`config.mk`:
```
export PLATFORM = sky130hd
export DESIGN_NAME = fft_stage_ctrl
export DESIGN_NICKNAME = d
export VERILOG_FILES = /design/src/rtl/fft_pkg.sv /design/src/rtl/fft_delay_line.sv /design/src/rtl/fft_stage_ctrl.sv
export SDC_FILE = /design/constraint.sdc
export NUM_CORES = 1
export LEC_CHECK = 0
export ABC_AREA = 0
export BUFFER_PORTS_ARGS = -buffer_cell sky130_fd_sc_hd__buf_4
export CAP_MARGIN = 20
export CORE_ASPECT_RATIO = 1.4
export CORE_MARGIN = 10
export CORE_UTILIZATION = 48
export DETAILED_ROUTE_END_ITERATION = 8
export HOLD_SLACK_MARGIN = 0.12
export PLACE_DENSITY = 0.66
export RECOVER_POWER = 50
export SYNTH_ARGS = -nofsm -noshare
export SYNTH_HDL_FRONTEND = slang
export SYNTH_HIERARCHICAL = 1
export SYNTH_SLANG_ARGS = --single-unit
```
`constraint.sdc`:
```
create_clock -name clk_i -period 6.8 [get_ports clk_i]
set_input_delay 0.68 -clock clk_i [delete_from_list [all_inputs] [get_ports clk_i]]
set_output_delay 0.68 -clock clk_i [all_outputs]
set_load 0.02 [all_outputs]
```
`src/rtl/fft_pkg.sv`:
```
// Shared types and helpers for the radix-2 DIF FFT stage sequencer.
package fft_pkg;

    typedef enum logic [2:0] {
        S_IDLE,
        S_RUN,
        S_DRAIN,
        S_OUT,
        S_DONE
    } state_t;

    localparam int MAX_LOG2N = 12;

    // Read-to-write-back distance: RAM read latency plus butterfly latency.
    function automatic int pipe_lat(input int mem_lat, input int dsp_lat);
        return mem_lat + dsp_lat;
    endfunction

    function automatic logic [MAX_LOG2N-1:0] bitrev(input logic [MAX_LOG2N-1:0] v,
                                                    input int width);
        logic [MAX_LOG2N-1:0] r;
        r = '0;
        for (int i = 0; i < width; i++) begin
            r[i] = v[width-1-i];
        end
        return r;
    endfunction

endpackage

```
`src/rtl/fft_delay_line.sv`:
```
// Fixed-depth shift register used to align strobes and addresses with the datapath latency.
module fft_delay_line #(
    parameter int W     = 1,
    parameter int DEPTH = 1
) (
    input  logic         clk_i,
    input  logic         rst_ni,
    input  logic [W-1:0] d_i,
    output logic [W-1:0] q_o
);

    logic [W-1:0] sr_q [DEPTH];
    logic [W-1:0] sr_d [DEPTH];

    always_comb begin
        sr_d[0] = d_i;
        for (int i = 1; i < DEPTH; i++) begin
            sr_d[i] = sr_q[i-1];
        end
    end

    always_ff @(posedge clk_i or negedge rst_ni) begin
        if (!rst_ni) begin
            for (int i = 0; i < DEPTH; i++) begin
                sr_q[i] <= '0;
            end
        end else begin
            sr_q <= sr_d;
        end
    end

    assign q_o = sr_q[DEPTH-1];

endmodule

```
`src/rtl/fft_stage_ctrl.sv`:
```
// In-place radix-2 DIF FFT sequencer: butterfly addressing, drain between stages, write-back timing.
// Optional bit-reversed read-out phase enabled by defining FFT_CTRL_BITREV_EN.
module fft_stage_ctrl
    import fft_pkg::*;
#(
    parameter int  LOG2N   = 10,
    parameter int  DSP_LAT = 4,
    parameter int  MEM_LAT = 1,
    localparam int SW      = $clog2(LOG2N)
) (
    input  logic             clk_i,
    input  logic             rst_i,
    input  logic             start_i,
    output logic             busy_o,
    output logic             done_o,
    output logic             rd_en_o,
    output logic [LOG2N-1:0] rd_addr_a_o,
    output logic [LOG2N-1:0] rd_addr_b_o,
    output logic [LOG2N-2:0] tw_addr_o,
    output logic [SW-1:0]    stage_o,
    output logic             bf_valid_o,
    input  logic             dsp_valid_i,
    output logic             wr_en_o,
    output logic [LOG2N-1:0] wr_addr_a_o,
    output logic [LOG2N-1:0] wr_addr_b_o,
    output logic             err_o,
    output logic             out_valid_o,
    output logic [LOG2N-1:0] out_addr_o
);

    localparam int            PIPE_LAT   = pipe_lat(MEM_LAT, DSP_LAT);
    localparam int            KW         = LOG2N - 1;
    localparam int            CW         = $clog2(PIPE_LAT + 1);
    localparam logic [KW-1:0] K_LAST     = '1;
    localparam logic [CW-1:0] CNT_LAST   = CW'(PIPE_LAT - 1);
    localparam logic [SW-1:0] STAGE_LAST = SW'(LOG2N - 1);

    state_t           state_q, state_d;
    logic [KW-1:0]    k_q, k_d;
    logic [SW-1:0]    stage_q, stage_d;
    logic [CW-1:0]    cnt_q, cnt_d;
    logic             busy_q, busy_d;
    logic             done_q, done_d;
    logic             rd_en_q, rd_en_d;
    logic             err_q, err_d;
    logic [LOG2N-1:0] addr_a_q, addr_a_d;
    logic [LOG2N-1:0] addr_b_q, addr_b_d;
    logic [KW-1:0]    tw_q, tw_d;
    logic             wr_en;
    logic [LOG2N-1:0] wr_a, wr_b;

`ifdef FFT_CTRL_BITREV_EN
    logic [LOG2N-1:0] n_q, n_d;
    logic             out_valid_q, out_valid_d;
    logic [LOG2N-1:0] out_addr_q, out_addr_d;
`endif

    always_comb begin
        state_d = state_q;
        k_d     = k_q;
        stage_d = stage_q;
        cnt_d   = cnt_q;
        busy_d  = busy_q;
        done_d  = 1'b0;
        rd_en_d = 1'b0;
`ifdef FFT_CTRL_BITREV_EN
        n_d         = n_q;
        out_valid_d = 1'b0;
`endif
        case (state_q)
            S_IDLE: begin
                if (start_i) begin
                    state_d = S_RUN;
                    k_d     = '0;
                    stage_d = '0;
                    rd_en_d = 1'b1;
                    busy_d  = 1'b1;
                end
            end
            S_RUN: begin
                if (k_q == K_LAST) begin
                    state_d = S_DRAIN;
                    cnt_d   = '0;
                end else begin
                    k_d     = k_q + KW'(1);
                    rd_en_d = 1'b1;
                end
            end
            // Issue is held until every write of this stage has landed in RAM.
            S_DRAIN: begin
                if (cnt_q != CNT_LAST) begin
                    cnt_d = cnt_q + CW'(1);
                end else if (stage_q != STAGE_LAST) begin
                    state_d = S_RUN;
                    stage_d = stage_q + SW'(1);
                    k_d     = '0;
                    rd_en_d = 1'b1;
`ifdef FFT_CTRL_BITREV_EN
                end else begin
                    state_d     = S_OUT;
                    n_d         = '0;
                    out_valid_d = 1'b1;
                end
            end
            S_OUT: begin
                if (n_q == '1) begin
                    state_d = S_DONE;
                    done_d  = 1'b1;
                end else begin
                    n_d         = n_q + LOG2N'(1);
                    out_valid_d = 1'b1;
                end
            end
`else
                end else begin
                    state_d = S_DONE;
                    done_d  = 1'b1;
                end
            end
`endif
            S_DONE: begin
                state_d = S_IDLE;
                busy_d  = 1'b0;
            end
            default: state_d = S_IDLE;
        endcase
        err_d = err_q | (dsp_valid_i != wr_en);
`ifdef FFT_CTRL_BITREV_EN
        out_addr_d = out_valid_d ? LOG2N'(bitrev(MAX_LOG2N'(n_d), LOG2N)) : '0;
`endif
    end

    // Butterfly addressing for the next issue; idle cycles present zero addresses.
    always_comb begin
        logic [LOG2N-1:0] k_ext, span, grp, j, a;
        k_ext    = {1'b0, k_d};
        span     = LOG2N'(1) << (KW - int'(stage_d));
        grp      = k_ext >> (KW - int'(stage_d));
        j        = k_ext & (span - LOG2N'(1));
        a        = (grp << (LOG2N - int'(stage_d))) | j;
        addr_a_d = rd_en_d ? a : '0;
        addr_b_d = rd_en_d ? (a + span) : '0;
        tw_d     = rd_en_d ? KW'(j << stage_d) : '0;
    end

    always_ff @(posedge clk_i or negedge rst_i) begin
        if (!rst_i) begin
            state_q  <= S_IDLE;
            k_q      <= '0;
            stage_q  <= '0;
            cnt_q    <= '0;
            busy_q   <= 1'b0;
            done_q   <= 1'b0;
            rd_en_q  <= 1'b0;
            err_q    <= 1'b0;
            addr_a_q <= '0;
            addr_b_q <= '0;
            tw_q     <= '0;
        end else begin
            state_q  <= state_d;
            k_q      <= k_d;
            stage_q  <= stage_d;
            cnt_q    <= cnt_d;
            busy_q   <= busy_d;
            done_q   <= done_d;
            rd_en_q  <= rd_en_d;
            err_q    <= err_d;
            addr_a_q <= addr_a_d;
            addr_b_q <= addr_b_d;
            tw_q     <= tw_d;
        end
    end

`ifdef FFT_CTRL_BITREV_EN
    always_ff @(posedge clk_i or negedge rst_i) begin
        if (!rst_i) begin
            n_q         <= '0;
            out_valid_q <= 1'b0;
            out_addr_q  <= '0;
        end else begin
            n_q         <= n_d;
            out_valid_q <= out_valid_d;
            out_addr_q  <= out_addr_d;
        end
    end

    assign out_valid_o = out_valid_q;
    assign out_addr_o  = out_addr_q;
`else
    assign out_valid_o = 1'b0;
    assign out_addr_o  = '0;
`endif

    fft_delay_line #(.W(1), .DEPTH(MEM_LAT)) u_bf_dly (
        .clk_i  (clk_i),
        .rst_ni (rst_i),
        .d_i    (rd_en_q),
        .q_o    (bf_valid_o)
    );

    fft_delay_line #(.W(1 + 2*LOG2N), .DEPTH(PIPE_LAT)) u_wr_dly (
        .clk_i  (clk_i),
        .rst_ni (rst_i),
        .d_i    ({rd_en_q, addr_a_q, addr_b_q}),
        .q_o    ({wr_en, wr_a, wr_b})
    );

    assign busy_o      = busy_q;
    assign done_o      = done_q;
    assign rd_en_o     = rd_en_q;
    assign rd_addr_a_o = addr_a_q;
    assign rd_addr_b_o = addr_b_q;
    assign tw_addr_o   = tw_q;
    assign stage_o     = stage_q;
    assign wr_en_o     = wr_en;
    assign wr_addr_a_o = wr_a;
    assign wr_addr_b_o = wr_b;
    assign err_o       = err_q;

endmodule

```
# Yosys cells after proc, flatten, opt, wreduce, memory -nomap -nowiden
# Index checks and enable logic that the tools add are counted.
[classes] addsub=7 n_eq_ne=11 n_shift=4 muxes=30 n_bitwise=3 n_reduce_logical=6
[ops] op="9-bit 2-to-1 mux" n=5
[ops] op="1-bit by 32-bit << shifter with 10-bit output (first input constant)" n=1
[ops] op="10-bit by 32-bit << shifter with 10-bit output" n=1
[ops] op="9-bit by 32-bit >> shifter with 10-bit output" n=1
[ops] op="9-bit case mux with 3 select lines" n=1
[ops] op="10-bit 2-to-1 mux" n=2
[ops] op="3-bit 2-to-1 mux" n=6
[ops] op="4-bit 2-to-1 mux" n=3
[ops] op="10-bit adder" n=1
[ops] op="9-bit by 10-bit bitwise AND with 10-bit output" n=1
[ops] op="10-bit OR" n=1
[ops] op="10-bit by 4-bit << shifter with 9-bit output" n=1
[ops] op="10-bit by 1-bit subtractor with 10-bit output (second input constant)" n=1
[ops] op="4-bit by 4-bit subtractor with 5-bit output (first input constant)" n=2
[ops] op="9-bit by 1-bit adder with 9-bit output (second input constant)" n=1
[ops] op="9-bit == test (second input constant)" n=1
[ops] op="3-bit case mux with 3 select lines" n=1
[ops] op="1-bit 2-to-1 mux" n=8
[ops] op="2-bit != test (second input constant)" n=4
[ops] op="4-bit case mux with 2 select lines" n=1
[ops] op="3-bit case mux with 2 select lines" n=1
[ops] op="3-bit AND reduction" n=2
[ops] op="4-bit by 1-bit adder with 4-bit output (second input constant)" n=1
[ops] op="4-bit != test (second input constant)" n=1
[ops] op="other kinds (12)" n=13
[totals] reg_bits=158 input_bits=4 out_inout_bits=70 wordCells=78

# Longest topological paths before layout
[depth] depth_word=11 ltp_mapped=29 ltp_nobuf=26

# Modules after synthesis
# The synthesis kept the hierarchy.
[by_module_without_submodules] mod="fft_stage_ctrl" n_inst=1 cells_per_inst=494 area_each_um2=4103.9 seq_area_each_um2=1301.2
[by_module_without_submodules] mod="fft_delay_line (u_wr_dly)" n_inst=1 cells_per_inst=105 area_each_um2=2627.5 seq_area_each_um2=2627.5
[by_module_without_submodules] mod="fft_delay_line (u_bf_dly)" n_inst=1 cells_per_inst=1 area_each_um2=25.0 seq_area_each_um2=25.0

# Least setup slack after synthesis
# OpenSTA, ideal clock, no wires.
[synth_path] path_type="flip-flop to flip-flop" from="register state_q[2]" to="register addr_b_q[9] (netlist: rd_addr_b_o[9])" setup_time_ns=0.076 arrival_ns=5.886 t_required_ns=6.724 path_slack_ns=0.838 path_stages_with_launch=27 n_path_buf=6 period_less_slack_ns=5.962 cell_sequence="dfrtp_1 > buf_6 > or3b_1 > buf_2 > or4_1 > nand3_1 > buf_2 > buf_2 > buf_1 > ha_1 > clkbuf_1 > inv_1 > mux4_2 > o211ai_1 > a32oi_1 > o22ai_1 > ha_1 > a21o_1 > a21oi_1 > o21bai_1 > a21oi_1 > o21bai_1 > a21oi_1 > o21ai_0 > xnor2_1 > a311o_1 > o21ai_1"
[synth_via] elab_chain_cells=9 word_cells_on_any_way=16 classes_between="4 x add/sub; 2 x eq/ne; 3 x shift; 4 x mux; 2 x bitwise; 1 x reduce/logical"
[synth_lines] element="from (decl)" line_no="fft_stage_ctrl.sv:38" source="state_t state_q, state_d;"
[synth_lines] element="from (signal assigned)" line_no="fft_stage_ctrl.sv:160" source="state_q <= state_d;"
[synth_lines] element="3-bit by 2-bit == test with 1-bit output / 3-bit zero test (equally long branches)" line_no="fft_stage_ctrl.sv:70" source="case (state_q)"
[synth_lines] element="4-bit case mux with 2 select lines *" line_no="fft_stage_ctrl.sv:70"
[synth_lines] element="via stage_d[1]" line_no="fft_stage_ctrl.sv:40" source="logic [SW-1:0] stage_q, stage_d;"
[synth_lines] element="4-bit by 4-bit subtractor with 5-bit output" line_no="fft_stage_ctrl.sv:137, fft_stage_ctrl.sv:138"
[synth_lines] element="1-bit by 32-bit << shifter with 10-bit output" line_no="fft_stage_ctrl.sv:137" source="span = LOG2N'(1) << (KW - int'(stage_d));"
[synth_lines] element="10-bit by 1-bit subtractor with 10-bit output" line_no="fft_stage_ctrl.sv:139" source="j = k_ext & (span - LOG2N'(1));"
[synth_lines] element="9-bit by 10-bit bitwise AND with 10-bit output" line_no="fft_stage_ctrl.sv:139"
[synth_lines] element="10-bit OR" line_no="fft_stage_ctrl.sv:140" source="a = (grp << (LOG2N - int'(stage_d))) | j;"
[synth_lines] element="10-bit adder *" line_no="fft_stage_ctrl.sv:142" source="addr_b_d = rd_en_d ? (a + span) : '0;"
[synth_lines] element="10-bit 2-to-1 mux *" line_no="fft_stage_ctrl.sv:142"
[synth_lines] element="via addr_b_d[9]" line_no="fft_stage_ctrl.sv:47" source="logic [LOG2N-1:0] addr_b_q, addr_b_d;"
[synth_lines] element="to (signal assigned)" line_no="fft_stage_ctrl.sv:169" source="addr_b_q <= addr_b_d;"
[synth_lines] element="to (decl)" line_no="fft_stage_ctrl.sv:47"
# Mark *: on every way through the listed nets, which the timed path passes. The rest lies on a longest branch.
# A chain may end at the register's enable or synchronous reset.

# Worst setup path in the final report
[layout_path] from="register state_q[0]" to="register addr_b_q[9] (netlist: rd_addr_b_o[9])"
[layout_via] elab_chain_cells=9 word_cells_on_any_way=16 classes_between="4 x add/sub; 2 x eq/ne; 3 x shift; 4 x mux; 2 x bitwise; 1 x reduce/logical"
[layout_lines] element="3-bit by 2-bit == test with 1-bit output / 3-bit zero test (equally long branches)" line_no="fft_stage_ctrl.sv:70"
[layout_lines] element="4-bit case mux with 2 select lines" line_no="fft_stage_ctrl.sv:70"
[layout_lines] element="4-bit by 4-bit subtractor with 5-bit output" line_no="fft_stage_ctrl.sv:137, fft_stage_ctrl.sv:138"
[layout_lines] element="1-bit by 32-bit << shifter with 10-bit output" line_no="fft_stage_ctrl.sv:137"
[layout_lines] element="10-bit by 1-bit subtractor with 10-bit output" line_no="fft_stage_ctrl.sv:139"
[layout_lines] element="9-bit by 10-bit bitwise AND with 10-bit output" line_no="fft_stage_ctrl.sv:139"
[layout_lines] element="10-bit OR" line_no="fft_stage_ctrl.sv:140"
[layout_lines] element="10-bit adder" line_no="fft_stage_ctrl.sv:142"
[layout_lines] element="10-bit 2-to-1 mux *" line_no="fft_stage_ctrl.sv:142"
[layout_lines] element="via addr_b_d[9]" line_no="fft_stage_ctrl.sv:47"
# Marks and branches as above.

==> results.json <==
{
  "run_status": "finished with violations",
  "violations": "max-capacitance violations, max-slew violations",
  "crit_buf_inv": 2,
  "routabilityCongestion": 0.989,
  "grt_pass1_wl_um": 28800,
  "max_freq_mhz": 166,
  "synthToLayoutAreaGrowth_pct": 18.0,
  "max_stage_delay_ns": 0.54,
  "drt-vias-per-instance": 5.81,
  "ys_types": 78,
  "nFillCells": 1124,
  "min_path_type": "register to register",
  "rsz0062_at_grt": "no",
  "cp.depth": 21,
  "hold_viol_final": 0,
  "die_height_um": 160,
  "cts_root_buf": "clkbuf_16",
  "finalMaxSlewViolations": 77,
  "num_rows": 51,
  "netlist_area_mm2": 0.00676,
  "cts-resized-gates": 0,
  "ys_ff_latch": 158,
  "crit_arrival_ns": 6.35,
  "crit_fanout": 11,
  "drc": 0,
  "grt_pass1_vias": 5081,
  "nNetsFinal": 687,
  "setup-tns-final_ns": 0,
  "maxCapViolations": 1,
  "coreArea_mm2": 0.0138,
  "synth.avg_cell_area_um2": 11.3,
  "synth_flop_cell": "dfrtp_1",
  "place_area_mm2": 0.00737,
  "hp-start": "u_wr_dly/sr_d[75]",
  "wl_met1_um": 6920,
  "synth_top_cell_by_area": "dfrtp_1",
  "slew_headroom_pct": -162,
  "maxUsedRoutingLayer": "met4",
  "finalCritPeriodShare_pct": 88.3,
  "cts_buffers": 17,
  "die-width_um": 120,
  "place_ws_ns": 0.850,
  "finish.instance_area_mm2": 0.00797,
  "dp_hpwl_um": 13000,
  "postRouteAntennaNets": 0,
  "crit_path_end_kind": "register",
  "skew_ns": 0.0121,
  "cts_max_level": 4,
  "worstSetupStartpointType": "register",
  "cp_data_required_time_ns": 7.14,
  "port_buffers": 62,
  "postSynthCellCount": 600,
  "power_density_mw_per_mm2": 429,
  "power.leakage_nw": 3.62,
  "yosysSeqAreaShare_pct": 58.5,
  "grt_use_total_pct": 18.9,
  "vias": 5000,
  "synth_top_cell_area_share_pct": 58.5,
  "cpMaxStageDelayCell": "or4_1",
  "critPathLaunch": "state_q[0]",
  "cts_hold_buffers": 0,
  "cts_max_path_buffers": 2,
  "finalSetupViolCount": 0,
  "drtIter0Drc": 432,
  "crit_chain": "or3b_1 -> or4_1 -> nand3_1 -> buf_4 -> ha_1 -> inv_1 -> mux4_2 -> o211ai_1 -> a32oi_1 -> o22ai_1 -> ha_1 -> a21o_1 -> a21oi_1 -> o21bai_1 -> a21oi_1 -> o21bai_1 -> a21oi_1 -> o21ai_0 -> xnor2_1 -> a311o_1 -> o21ai_1",
  "peakVddDrop_uv": 206,
  "postCtsSetupBuffers": 0,
  "first_pass_iters": 5,
  "route.met3.wl_um": 831,
  "ys_async_sr_fraction_pct": 100,
  "hold_depth": 0,
  "synth-edff-count": 0,
  "clock_latency_ns": 0.42,
  "timing.final.ws_setup_ns": 0.794,
  "layout-drive-gt1-share_pct": 18.9,
  "start_util_pct": 48.8,
  "die-area_mm2": 0.0193,
  "synth_top_cells_by_area": "dfrtp_1, ha_1, o21ai_0",
  "synthTopCellsByCount": "dfrtp_1, nor2_1, nand2_1",
  "timing.critical_path.mode_cell": "a21oi_1",
  "routed_wl_um": 18000,
  "r2r_start": "state_q[0]",
  "reg2reg_depth": 21,
  "grt_max_degree": 84,
  "wl_met2_um": 9310,
  "antenna_found_initial": 0,
  "route.detailed.wl_per_inst_um": 20.9,
  "synth_most_common_cell": "dfrtp_1",
  "clkSinkCount": 158,
  "n_antenna_cell": 0,
  "worst_slew_pin_slew_ns": 3.93,
  "yosysWarnings": 6,
  "io_pins": 74,
  "clk_pin_slew_worst_paths_ns": 0.07,
  "grt.overflow.total": 0,
  "crit_family": "compound AO/OA/AOI/OAI gates",
  "period_minus_slack_ns": 6.01,
  "path_class": "register to register",
  "cts_tree": "done"
}
cell usage in the layout (no fill, tap or decap), types with 5 or more instances in the layout:
master and count:
nand4_1 9, o21ai_1 6, xnor2_1 14, a211oi_1 5
a211o_1 5, a21o_1 5, o22ai_1 6, ha_1 18
o31ai_1 6, conb_1 11, buf_4 74, dfrtp_1 158
a21oi_1 27, and3_1 6, inv_8 5, a31oi_1 10
o211ai_1 5, nor3_1 11, nand3_1 28, o21ai_0 33
and2_1 15, nand2_1 35, clkbuf_16 17, inv_1 23
nor2_1 41
through the flow:
stage | hold WS, ns | cells | utilization [%] | power [mW]
2_1_floorplan | 0.331 | 610 | - | 1.99
3_3_place_gp | 0.332 | 830 | 53.2 | 2.41
3_5_place_dp | 0.335 | 830 | 53.2 | 2.43
4_1_cts | 0.307 | 861 | 57.7 | 3.46
5_1_grt | 0.351 | 861 | 57.6 | 3.61
6_report | 0.343 | 861 | 57.6 | 3.42
flip-flops by register name, indices dropped and copies added, names as in the netlist:
register / count
busy_o: 1
cnt_q: 3
done_o: 1
err_o: 1
k_q: 9
rd_addr_a_o: 10
rd_addr_b_o: 10
rd_en_o: 1
stage_o: 4
state_q: 3
tw_addr_o: 9
u_bf_dly/q_o: 1
u_wr_dly/q_o: 21
u_wr_dly/sr_d: 84
layout make-up:
class / count / area [um^2] / area share (%)
Timing Repair Buffer: 77 / 567 / 7.11
Tap cell: 185 / 231 / 2.90
Sequential cell: 158 / 3950 / 49.6
Clock inverter: 14 / 195 / 2.45
Clock buffer: 17 / 425 / 5.34
Multi-Input combinational cell: 384 / 2500 / 31.4
Inverter: 26 / 98.8 / 1.24
metal layers:
metal  vias up  global-route usage (%)
li1       2268                       -
met1      2490                    21.4
met2       191                    32.3
met3        51                    3.61
met4         0                    11.4
met5         -                       0
cell families after synthesis:
family / Yosys count / synth area share [%]
and+or+nand+nor: 174 / 13.4
DFF: 158 / 58.5
AOI/OAI and AO/OA: 154 / 15.6
buffers and inverters: 68 / 5.00
adders and majority gates: 19 / 3.63
xor gates and xnor gates: 18 / 2.33
muxes: 8 / 1.43
other: 1 / 0.0555
power by group:
group          leakage [nW]  internal (mW)  switching [mW]
Sequential             1.91           1.28           0.161
Combinational          1.41          0.365           0.615
Clock                 0.296          0.592           0.410
final timing paths:
| kind | endpoint | slack (ns) |
|---|---|---|
| setup / recovery | rd_addr_b_o[9] | 0.79 |
| min in group asynchronous | u_wr_dly/sr_d[42] | 1.64 |
| max in group asynchronous | rd_addr_b_o[6] | 2.64 |
| setup reg to reg | rd_addr_b_o[9] | 0.79 |
| hold / removal | u_wr_dly/sr_d[54] | 0.34 |
| hold reg to reg | u_wr_dly/sr_d[54] | 0.34 |
No activity file was read; power rests on OpenSTA's default activity.
